$ cat src/rtl/hazard_ctrl_pkg.sv
// hazard_ctrl_pkg: shared definitions for the pipeline interlock controller.
//   hz_state_t : controller state encoding, also driven out on hazard_ctrl.state
//   OP_NOP     : opcode of the bubble the execute stage substitutes when
//                bubble_ex is asserted (mirrors the NOP entry in opcodes.vh)
package hazard_ctrl_pkg;

    typedef enum logic [1:0] {
        ST_RUN   = 2'b00,
        ST_STALL = 2'b01,
        ST_FLUSH = 2'b10
    } hz_state_t;

    localparam logic [7:0] OP_NOP = 8'h00;

endpackage

$ cat src/rtl/hazard_scoreboard.sv
// hazard_scoreboard: per-register pending-write bitmap plus lookup muxes.
//   clk, rst           : clock, synchronous active-low reset (clears all bits)
//   set_en, set_rd     : mark set_rd busy at the next edge
//   clr_en, clr_rd     : writeback commit, clear clr_rd at the next edge
//   ra, rb, rd         : decode register addresses to look up
//   busy_mask          : full bitmap, bit i = write to Ri pending
//   busy_ra/rb/rd      : bitmap bit for each looked-up address
module hazard_scoreboard #(
    parameter int unsigned NREG = 16,
    parameter int unsigned AW   = 4
) (
    input  logic            clk,
    input  logic            rst,
    input  logic            set_en,
    input  logic [AW-1:0]   set_rd,
    input  logic            clr_en,
    input  logic [AW-1:0]   clr_rd,
    input  logic [AW-1:0]   ra,
    input  logic [AW-1:0]   rb,
    input  logic [AW-1:0]   rd,
    output logic [NREG-1:0] busy_mask,
    output logic            busy_ra,
    output logic            busy_rb,
    output logic            busy_rd
);

    logic [NREG-1:0] busy_q;
    logic [NREG-1:0] busy_d;

    // Clear is applied before set so a new writer of the same register wins.
    always_comb begin
        busy_d = busy_q;
        if (clr_en) busy_d[clr_rd] = 1'b0;
        if (set_en) busy_d[set_rd] = 1'b1;
    end

    always_ff @(posedge clk) begin
        if (!rst) busy_q <= '0;
        else      busy_q <= busy_d;
    end

    assign busy_mask = busy_q;
    assign busy_ra   = busy_q[ra];
    assign busy_rb   = busy_q[rb];
    assign busy_rd   = busy_q[rd];

endmodule

$ cat src/rtl/hazard_ctrl.sv
// hazard_ctrl: pipeline interlock controller for the 32-bit core.
//   clk, rst                      : clock, synchronous active-low reset
//   id_valid, id_ra, id_rb,
//   id_use_rb, id_rd, id_wr_en,
//   id_is_jump                    : decoded instruction in decode stage
//   wb_valid, wb_rd               : writeback commit this cycle
//   issue                         : decode instruction accepted into execute
//   stall_if, stall_id            : hold fetch / decode registers
//   bubble_ex                     : execute receives a NOP
//   flush_if                      : squash fetch/decode after a jump
//   busy_mask                     : scoreboard of pending writes
//   state                         : 00 RUN, 01 STALL, 10 FLUSH
//   err_stall                     : sticky watchdog, stall ran MAX_STALL cycles
module hazard_ctrl
    import hazard_ctrl_pkg::*;
#(
    parameter int unsigned NREG      = 16,
    parameter int unsigned AW        = 4,
    parameter int unsigned MAX_STALL = 15,
    parameter int unsigned FLUSH_CYC = 1
) (
    input  logic            clk,
    input  logic            rst,
    input  logic            id_valid,
    input  logic [AW-1:0]   id_ra,
    input  logic [AW-1:0]   id_rb,
    input  logic            id_use_rb,
    input  logic [AW-1:0]   id_rd,
    input  logic            id_wr_en,
    input  logic            id_is_jump,
    input  logic            wb_valid,
    input  logic [AW-1:0]   wb_rd,
    output logic            issue,
    output logic            stall_if,
    output logic            stall_id,
    output logic            bubble_ex,
    output logic            flush_if,
    output logic [NREG-1:0] busy_mask,
    output logic [1:0]      state,
    output logic            err_stall
);

    localparam int unsigned SCW = (MAX_STALL < 1) ? 1 : $clog2(MAX_STALL + 1);
    localparam int unsigned FCW = (FLUSH_CYC < 1) ? 1 : $clog2(FLUSH_CYC + 1);

    hz_state_t      st_q;
    logic [SCW-1:0] stall_cnt;
    logic [SCW-1:0] stall_cnt_inc;
    logic [FCW-1:0] flush_cnt;
    logic           busy_ra, busy_rb, busy_rd;
    logic           hazard;
    logic           stall;

    hazard_scoreboard #(
        .NREG (NREG),
        .AW   (AW)
    ) u_sb (
        .clk       (clk),
        .rst       (rst),
        .set_en    (issue & id_wr_en),
        .set_rd    (id_rd),
        .clr_en    (wb_valid),
        .clr_rd    (wb_rd),
        .ra        (id_ra),
        .rb        (id_rb),
        .rd        (id_rd),
        .busy_mask (busy_mask),
        .busy_ra   (busy_ra),
        .busy_rb   (busy_rb),
        .busy_rd   (busy_rd)
    );

    // The busy_rd term is the WAW interlock.
    assign hazard = id_valid & (busy_ra | (id_use_rb & busy_rb) | (id_wr_en & busy_rd));

    // RUN and STALL share one output decode; they differ only in the counter.
    always_comb begin
        issue     = 1'b0;
        stall     = 1'b0;
        bubble_ex = 1'b1;
        flush_if  = 1'b0;
        if (rst) begin
            if (st_q == ST_FLUSH) begin
                flush_if = 1'b1;
            end else if (id_valid) begin
                if (hazard) begin
                    stall = 1'b1;
                end else begin
                    issue     = 1'b1;
                    bubble_ex = 1'b0;
                end
            end
        end
    end

    assign stall_if = stall;
    assign stall_id = stall;
    assign state    = st_q;

    assign stall_cnt_inc = (stall_cnt == SCW'(MAX_STALL)) ? stall_cnt : stall_cnt + 1'b1;

    always_ff @(posedge clk) begin
        if (!rst) begin
            st_q      <= ST_RUN;
            stall_cnt <= '0;
            flush_cnt <= '0;
            err_stall <= 1'b0;
        end else begin
            stall_cnt <= stall ? stall_cnt_inc : '0;
            if (stall && (stall_cnt_inc == SCW'(MAX_STALL)))
                err_stall <= 1'b1;

            case (st_q)
                ST_FLUSH: begin
                    if (flush_cnt <= FCW'(1)) begin
                        st_q      <= ST_RUN;
                        flush_cnt <= '0;
                    end else begin
                        flush_cnt <= flush_cnt - 1'b1;
                    end
                end
                default: begin
                    if (stall) begin
                        st_q <= ST_STALL;
                    end else if (issue && id_is_jump) begin
                        st_q      <= ST_FLUSH;
                        flush_cnt <= FCW'(FLUSH_CYC);
                    end else begin
                        st_q <= ST_RUN;
                    end
                end
            endcase
        end
    end

endmodule
$ cat config.mk
export PLATFORM = sky130hd
export DESIGN_NAME = hazard_ctrl
export DESIGN_NICKNAME = d
export VERILOG_FILES = /design/src/rtl/hazard_ctrl_pkg.sv /design/src/rtl/hazard_scoreboard.sv /design/src/rtl/hazard_ctrl.sv
export SDC_FILE = /design/constraint.sdc
export NUM_CORES = 1
export LEC_CHECK = 0
export BUFFER_PORTS_ARGS = -buffer_cell sky130_fd_sc_hd__buf_2
export CORE_UTILIZATION = 50
export DETAILED_ROUTE_END_ITERATION = 12
export PLACE_DENSITY = 0.87
export SLEW_MARGIN = 20
export SYNTH_ARGS = -nofsm -noshare
export SYNTH_HDL_FRONTEND = slang
export SYNTH_HIERARCHICAL = 1
export SYNTH_SLANG_ARGS = --single-unit
$ cat constraint.sdc
create_clock -name clk -period 3.4 [get_ports clk]
set_clock_uncertainty 0.1 [all_clocks]
set_input_delay 0.51 -clock clk [delete_from_list [all_inputs] [get_ports clk]]
set_output_delay 0.51 -clock clk [all_outputs]
set_load 0.1 [all_outputs]
# Yosys cells after proc, flatten, opt, wreduce, memory -nomap -nowiden
# Cells that the tools add are included.
# W data, S select, Z words.
totals:
  regBits: 24
  latch_bits: 0
  mem_bits_rw: 0
  rom_bits: 0
  input_bits: 23
  out_inout_bits: 24
  elab_cells: 69
  memories: 0
op_classes:
  addsub: 2
  n_mul: 0
  div: 0
  n_lt_le_gt_ge: 7
  n_eq_ne: 5
  shifts: 0
  mux: 34
  bitwise: 9
  n_reduce_logical: 7
op_table:
  columns: ["op", "n"]
  rows:
  - ["$mux W16", 2]
  - ["$mux W1", 22]
  - ["$lt A4 B5 Y1 const B", 4]
  - ["$and A16 B16 Y16", 1]
  - ["$not A16 Y16", 1]
  - ["$or A16 B16 Y16", 1]
  - ["$bmux W1 S4", 3]
  - ["$demux W1 S4", 2]
  - ["$eq A4 B4 Y1 const B", 2]
  - ["$ge A4 B1 Y1 const B", 2]
  - ["$mux W2", 4]
  - ["$add A4 B1 Y4 const B", 1]
  - ["$and A1 B1 Y1", 4]
  - ["$logic_and A1 B1 Y1", 4]
  - ["$mux W4", 1]
  - ["$ne A2 B1 Y1 const B", 2]
  - ["$reduce_and A2 Y1", 2]
  - ["$eq A2 B2 Y1 const B", 1]
  - ["$or A1 B1 Y1", 2]
  - ["$reduce_bool A2 Y1", 1]
  - ["$le A1 B1 Y1 const B", 1]
  - ["$sub A1 B1 Y1 const B", 1]

# Depth between registers and ports, before layout
logic_depth:
  ltp_word: 14
  depth_mapped: 9
  ltp_nobuf: 9

# Modules after synthesis
# Netlist, hierarchy kept.
by_module_without_submodules:
  columns: ["mod", "instances", "cells_each", "area_per_inst_um2", "seq_area_each_um2"]
  rows:
  - ["hazard_scoreboard", 1, 105, 1139.8, 320.3]
  - ["hazard_ctrl", 1, 36, 351.6, 140.1]

# Worst setup path after synthesis
# No wires, ideal clock.
synth_timing:
  path_type: "reg-to-output"
  from: "reg u_sb.busy_q[13] (netlist: u_sb/busy_mask[13])"
  to: "out bubble_ex"
  arrival_ns: 5.257
  required_ns: 2.790
  slack_ns: -2.467
  path_stages_with_launch: 7
  n_path_buf: 0
  path_cell_list: "dfxtp_1 > mux4_1 > mux2i_1 > mux2i_1 > a221o_1 > nor3_1 > inv_1"
synth_between:
  elab_chain_cells: 10
  word_cells_on_any_way: 15
  classes_between: "10 x mux; 5 x bitwise"
synth_lines:
  columns: ["element", "line_no", "source"]
  rows:
  - ["start: declaration", "hazard_scoreboard.sv:27", "logic [NREG-1:0] busy_q;"]
  - ["start signal: assignment", "hazard_scoreboard.sv:39", "else busy_q <= busy_d;"]
  - ["$bmux W1 S4", "hazard_scoreboard.sv:44", "assign busy_rb = busy_q[rb];"]
  - ["$mux W1 (implied by the code)", "hazard_scoreboard.sv:44", null]
  - ["named net busy_rb", "hazard_ctrl.sv:50", "logic busy_ra, busy_rb, busy_rd;"]
  - ["$and A1 B1 Y1", "hazard_ctrl.sv:74", "assign hazard = id_valid & (busy_ra | (id_use_rb & busy_rb) | (id_wr_en & busy_rd));"]
  - ["$or A1 B1 Y1 (2 in series)", "hazard_ctrl.sv:74", null]
  - ["$and A1 B1 Y1", "hazard_ctrl.sv:74", null]
  - ["$mux W1", "hazard_ctrl.sv:86", "if (hazard) begin"]
  - ["$mux W1", "hazard_ctrl.sv:85", "end else if (id_valid) begin"]
  - ["$mux W1", "hazard_ctrl.sv:83", "if (st_q == ST_FLUSH) begin"]
  - ["$mux W1", "hazard_ctrl.sv:82", "if (rst) begin"]
  - ["end: declaration", "hazard_ctrl.sv:36", "output logic bubble_ex,"]
# The timed path passes the listed nets, and every way through them passes these cells. The select of a mux whose other input is x is not followed.

# Final worst setup path
layout_timing:
  from: "in id_rd[1]"
  to: "out bubble_ex"
layout_between:
  elab_chain_cells: 9
layout_lines:
  columns: ["element", "line_no", "source"]
  rows:
  - ["start: declaration", "hazard_ctrl.sv:28", "input logic [AW-1:0] id_rd,"]
  - ["$bmux W1 S4", "hazard_scoreboard.sv:45", "assign busy_rd = busy_q[rd];"]
  - ["$mux W1 (implied by the code)", "hazard_scoreboard.sv:45", null]
  - ["named net busy_rd", "hazard_ctrl.sv:50", null]
  - ["$and A1 B1 Y1", "hazard_ctrl.sv:74", null]
  - ["$or A1 B1 Y1", "hazard_ctrl.sv:74", null]
  - ["$and A1 B1 Y1", "hazard_ctrl.sv:74", null]
  - ["$mux W1", "hazard_ctrl.sv:86", null]
  - ["$mux W1", "hazard_ctrl.sv:85", null]
  - ["$mux W1", "hazard_ctrl.sv:83", null]
  - ["$mux W1", "hazard_ctrl.sv:82", null]
# The timed path passes the listed nets, and every way through them passes these cells. The select of a mux whose other input is x is not followed.

==> impl_metrics.xml <==
<?xml version="1.0" encoding="UTF-8"?>
<metrics>
  <group name="synth">
    <metric name="synthCells" unit="">141</metric>
    <metric name="postSynthRegisterBits" unit="">23</metric>
    <metric name="seq_area_frac_synth" unit="%">30.9</metric>
    <metric name="synthArstFlopShare" unit="%">0</metric>
    <metric name="synth.net_count" unit="">165</metric>
    <metric name="synth_edf_count" unit="">0</metric>
    <metric name="synth-warning-count" unit="">6</metric>
    <metric name="synth_area" unit="sq mm">0.00149</metric>
    <metric name="avgSynthCellArea" unit="sq um">10.6</metric>
    <metric name="ys.flop_type" unit="">sky130_fd_sc_hd__dfxtp_1</metric>
    <metric name="synth.distinct_cells" unit="">36</metric>
  </group>
  <group name="pwr">
    <metric name="p_leak" unit="nW">0.799</metric>
    <metric name="cellInternalPower" unit="uW">337</metric>
    <metric name="power_frac_clock" unit="%">26.2</metric>
    <metric name="switching_share" unit="%">30.2</metric>
    <metric name="power.share.sequential" unit="%">54.3</metric>
    <metric name="power.total" unit="uW">482</metric>
    <metric name="peakVddDrop" unit="mV">0.231</metric>
    <metric name="power_per_cell_area" unit="mW/mm^2">263</metric>
    <metric name="combinationalPowerShare" unit="%">19.5</metric>
    <metric name="net-switching-power" unit="uW">146</metric>
  </group>
  <group name="placed_design">
    <metric name="post-dp-hpwl" unit="um">3100</metric>
    <metric name="detailedPlace.worstSlack" unit="ps">166</metric>
    <metric name="placedCellCount" unit="">214</metric>
    <metric name="placedInstanceArea" unit="sq mm">0.00181</metric>
    <metric name="port_buffers" unit="">46</metric>
    <metric name="gp_congestion" unit="">0.937</metric>
  </group>
  <group name="detailed_routing">
    <metric name="drc" unit="">0</metric>
    <metric name="detail_route.first_pass.iterations" unit="">4</metric>
    <metric name="post_dr_vias_cell" unit="">6.37</metric>
    <metric name="drtAntennaViolNets" unit="">0</metric>
    <metric name="first_iter_violations" unit="">86</metric>
    <metric name="drt-total-wl" unit="um">3930</metric>
    <metric name="routed-via-count" unit="">1389</metric>
    <metric name="routedWlPerCell" unit="um">18.0</metric>
  </group>
  <group name="timing">
    <metric name="finalMaxSlewViolations" unit="">0</metric>
    <metric name="worst_hold_slack" unit="ps">290</metric>
    <metric name="relSlewSlack" unit="%">57.4</metric>
    <metric name="final_hold_viol_count" unit="">0</metric>
    <metric name="final_period_minus_worst_setup_slack" unit="ps">3200</metric>
    <metric name="setup_viol" unit="">0</metric>
    <metric name="setup_tns" unit="ps">0</metric>
    <metric name="worst_slew_pin_slew" unit="ps">630</metric>
    <metric name="fin_ws" unit="ps">197</metric>
    <metric name="fmax" unit="MHz">312</metric>
    <metric name="post-route-period-util" unit="%">94.2</metric>
    <metric name="rsz0062_at_grt" unit="">no</metric>
  </group>
  <group name="global_routing">
    <metric name="grt_max_degree" unit="">20</metric>
    <metric name="grt_antenna_before_repair" unit="">0</metric>
    <metric name="grt_first_pass_wirelength" unit="um">6210</metric>
    <metric name="grt.overflow.total" unit="">0</metric>
    <metric name="grt.total_usage" unit="%">25.6</metric>
    <metric name="grt_pass1_vias" unit="">1293</metric>
  </group>
  <group name="clock_network">
    <metric name="clock_slew_at_reported_path_ffs" unit="ps">130</metric>
    <metric name="cts_resized" unit="">0</metric>
    <metric name="count_of_hold_buffers_inserted_by_post_cts_repair" unit="">0</metric>
    <metric name="numClockSinks" unit="">23</metric>
    <metric name="max_root_sink_buffers" unit="">2</metric>
    <metric name="clockRootBuffer" unit="">sky130_fd_sc_hd__clkbuf_4</metric>
    <metric name="cts_inserted_buffers" unit="">3</metric>
    <metric name="source_to_sink_clock_delay_at_the_later_pin_of_the_worst_skew_pair" unit="ps">310</metric>
    <metric name="cts_setup_buffers" unit="">0</metric>
    <metric name="cts_tree" unit="">yes</metric>
    <metric name="h_tree_depth" unit="">1</metric>
  </group>
  <group name="floorplan">
    <metric name="die_area" unit="sq mm">0.00321</metric>
    <metric name="die_h" unit="um">56.6</metric>
    <metric name="floorplan.core_area" unit="sq mm">0.00278</metric>
    <metric name="io_pins" unit="">47</metric>
    <metric name="placementRows" unit="">19</metric>
    <metric name="horizontal_die_dimension" unit="um">56.6</metric>
    <metric name="initial_utilization" unit="%">53.6</metric>
  </group>
  <group name="critical_path">
    <metric name="worst_path_dominant_cell_family" unit="">multiplexers</metric>
    <metric name="critical-path-max-stage-delay" unit="ps">580</metric>
    <metric name="crit_path_cell_trace" unit="">buf_2, mux4_1, mux2i_1, mux2i_1, a221o_1, nor3_4, clkinvlp_4, buf_2</metric>
    <metric name="crit_path_top_delay_cell" unit="">sky130_fd_sc_hd__mux4_1</metric>
    <metric name="worstRegToRegCells" unit="">9</metric>
    <metric name="critical_path_cell_count" unit="">8</metric>
    <metric name="cp_data_required_time" unit="ps">2790</metric>
    <metric name="critical_path_arrival" unit="ps">2590</metric>
    <metric name="critPathKind" unit="">in -&gt; out</metric>
    <metric name="worstPathMaxFanout" unit="">10</metric>
    <metric name="timing.critical_path.from_type" unit="">input pin</metric>
    <metric name="cp.buffers_inverters" unit="">3</metric>
    <metric name="end_kind" unit="">output pin</metric>
  </group>
  <group name="final_layout">
    <metric name="layoutNonFillerInstCount" unit="">218</metric>
    <metric name="area_delta_synth_final" unit="%">23.1</metric>
    <metric name="layout.filler_cells" unit="">233</metric>
    <metric name="finalInstanceArea" unit="sq mm">0.00184</metric>
    <metric name="post_route_cells_drive_above_1_share" unit="%">42.8</metric>
    <metric name="finalCoreUtilization" unit="%">66.0</metric>
    <metric name="ant_diodes" unit="">0</metric>
    <metric name="layout.nets" unit="">212</metric>
  </group>
  <group name="job">
    <metric name="max_cap_viol_count" unit="">0</metric>
  </group>
  <group name="hold_path">
    <metric name="timing.hold.worst.class" unit="">in -&gt; reg</metric>
    <metric name="min_delay_path_depth" unit="">2</metric>
  </group>
  <group name="run_status">
    <metric name="outcome" unit="">finished clean</metric>
  </group>
</metrics>
[flip-flops by register name, indices dropped and copies added (netlist names)]
name / cells
state: 2
err_stall: 1
stall_cnt: 4
u_sb/busy_mask: 16
[power groups by stage]
| stage | clock network, mW | logic [mW] | registers [mW] |
|---|---|---|---|
| 6_report | 0.126 | 0.0940 | 0.262 |
| 3_3_place_gp | 0 | 0.0904 | 0.268 |
| 2_1_floorplan | 0 | 0.0448 | 0.281 |
| 3_5_place_dp | 0 | 0.0933 | 0.268 |
| 5_1_grt | 0.139 | 0.0991 | 0.263 |
| 4_1_cts | 0.129 | 0.0936 | 0.262 |
[worst register-to-register path, stage by stage (launching register included)]
cell and delay (ps):
sky130_fd_sc_hd__dfxtp_4 380, sky130_fd_sc_hd__mux4_2 470, sky130_fd_sc_hd__mux2i_1 190, sky130_fd_sc_hd__mux2i_1 100, sky130_fd_sc_hd__a221o_1 390, sky130_fd_sc_hd__nor3_4 280
sky130_fd_sc_hd__and2_2 250, sky130_fd_sc_hd__nor3b_1 340, sky130_fd_sc_hd__nand3_1 110, sky130_fd_sc_hd__a21boi_0 170
[cell type report]
| cell class | instances | area (sq um) | area share, % |
|---|---|---|---|
| timing repair buffer | 47 | 253 | 13.8 |
| tap | 31 | 38.8 | 2.11 |
| inverter | 5 | 26.3 | 1.43 |
| clock inverter | 1 | 5.00 | 0.273 |
| multi-input combinational | 108 | 972 | 53.0 |
| sequential | 23 | 518 | 28.2 |
| clock buffer | 3 | 22.5 | 1.23 |
[cells by family (layout without fill, tap and decap cells)]
kind of cell,Yosys count,in the layout,synth area share (%)
AOI/OAI and AO/OA,37,37,17.7
xor gates and xnor gates,2,2,1.17
and+or+nand+nor,46,46,18.1
muxes,22,22,27.9
adders and majority gates,1,1,0.839
buffers and inverters,10,56,3.44
DFF,23,23,30.9
[path summary, 6_finish.rpt]
check,from,end,slack [ps]
max,id_rd[1],bubble_ex,200
min,id_is_jump,state[1],290
max reg2reg,u_sb/busy_mask[11],u_sb/busy_mask[12],550
min reg2reg,err_stall,err_stall,400
[cell usage after synthesis, types with 2 or more instances]
| cell | number | area share [%] |
|---|---|---|
| sky130_fd_sc_hd__dfxtp_1 | 23 | 31 |
| sky130_fd_sc_hd__nand2b_1 | 2 | 0.84 |
| sky130_fd_sc_hd__nand2_1 | 13 | 3.3 |
| sky130_fd_sc_hd__nor4bb_1 | 2 | 1.3 |
| sky130_fd_sc_hd__nand3_1 | 6 | 2.0 |
| sky130_fd_sc_hd__nand3b_1 | 3 | 1.5 |
| sky130_fd_sc_hd__mux4_1 | 12 | 21 |
| sky130_fd_sc_hd__xnor2_1 | 2 | 1.2 |
| sky130_fd_sc_hd__nor2b_1 | 3 | 1.3 |
| sky130_fd_sc_hd__o21ai_0 | 14 | 4.7 |
| sky130_fd_sc_hd__a21boi_0 | 16 | 8.1 |
| sky130_fd_sc_hd__and3b_1 | 3 | 1.8 |
| sky130_fd_sc_hd__mux2i_1 | 10 | 6.7 |
| sky130_fd_sc_hd__inv_1 | 5 | 1.3 |
| sky130_fd_sc_hd__o21a_1 | 2 | 1.0 |
| sky130_fd_sc_hd__nor2_1 | 3 | 0.75 |
| sky130_fd_sc_hd__nor3_1 | 2 | 0.67 |
| sky130_fd_sc_hd__and2_1 | 2 | 0.84 |
[layout by cell type (no fill, tap or decap), types with 2 or more instances in the layout]
master,count
sky130_fd_sc_hd__nand2_1,13
sky130_fd_sc_hd__mux2i_1,10
sky130_fd_sc_hd__nand3_1,6
sky130_fd_sc_hd__nand2b_1,2
sky130_fd_sc_hd__a21boi_0,16
sky130_fd_sc_hd__nand3b_1,3
sky130_fd_sc_hd__inv_1,3
sky130_fd_sc_hd__nor2_1,3
sky130_fd_sc_hd__mux4_2,5
sky130_fd_sc_hd__xnor2_1,2
sky130_fd_sc_hd__nor4bb_1,2
sky130_fd_sc_hd__and2_1,2
sky130_fd_sc_hd__o21ai_0,14
sky130_fd_sc_hd__dfxtp_4,15
sky130_fd_sc_hd__dfxtp_1,7
sky130_fd_sc_hd__clkinvlp_4,2
sky130_fd_sc_hd__and3b_1,3
sky130_fd_sc_hd__nor2b_1,3
sky130_fd_sc_hd__buf_2,45
sky130_fd_sc_hd__mux4_1,7
sky130_fd_sc_hd__clkbuf_4,3
sky130_fd_sc_hd__o21a_1,2
[routing by layer]
metal	wire, um	global-route usage [%]	vias up
li1	-	-	636
met1	1460	33.3	674
met2	2090	43.0	68
met3	292	2.76	11
met4	85	11.1	0
met5	0	0	-
No activity file was read; power rests on OpenSTA's default activity.
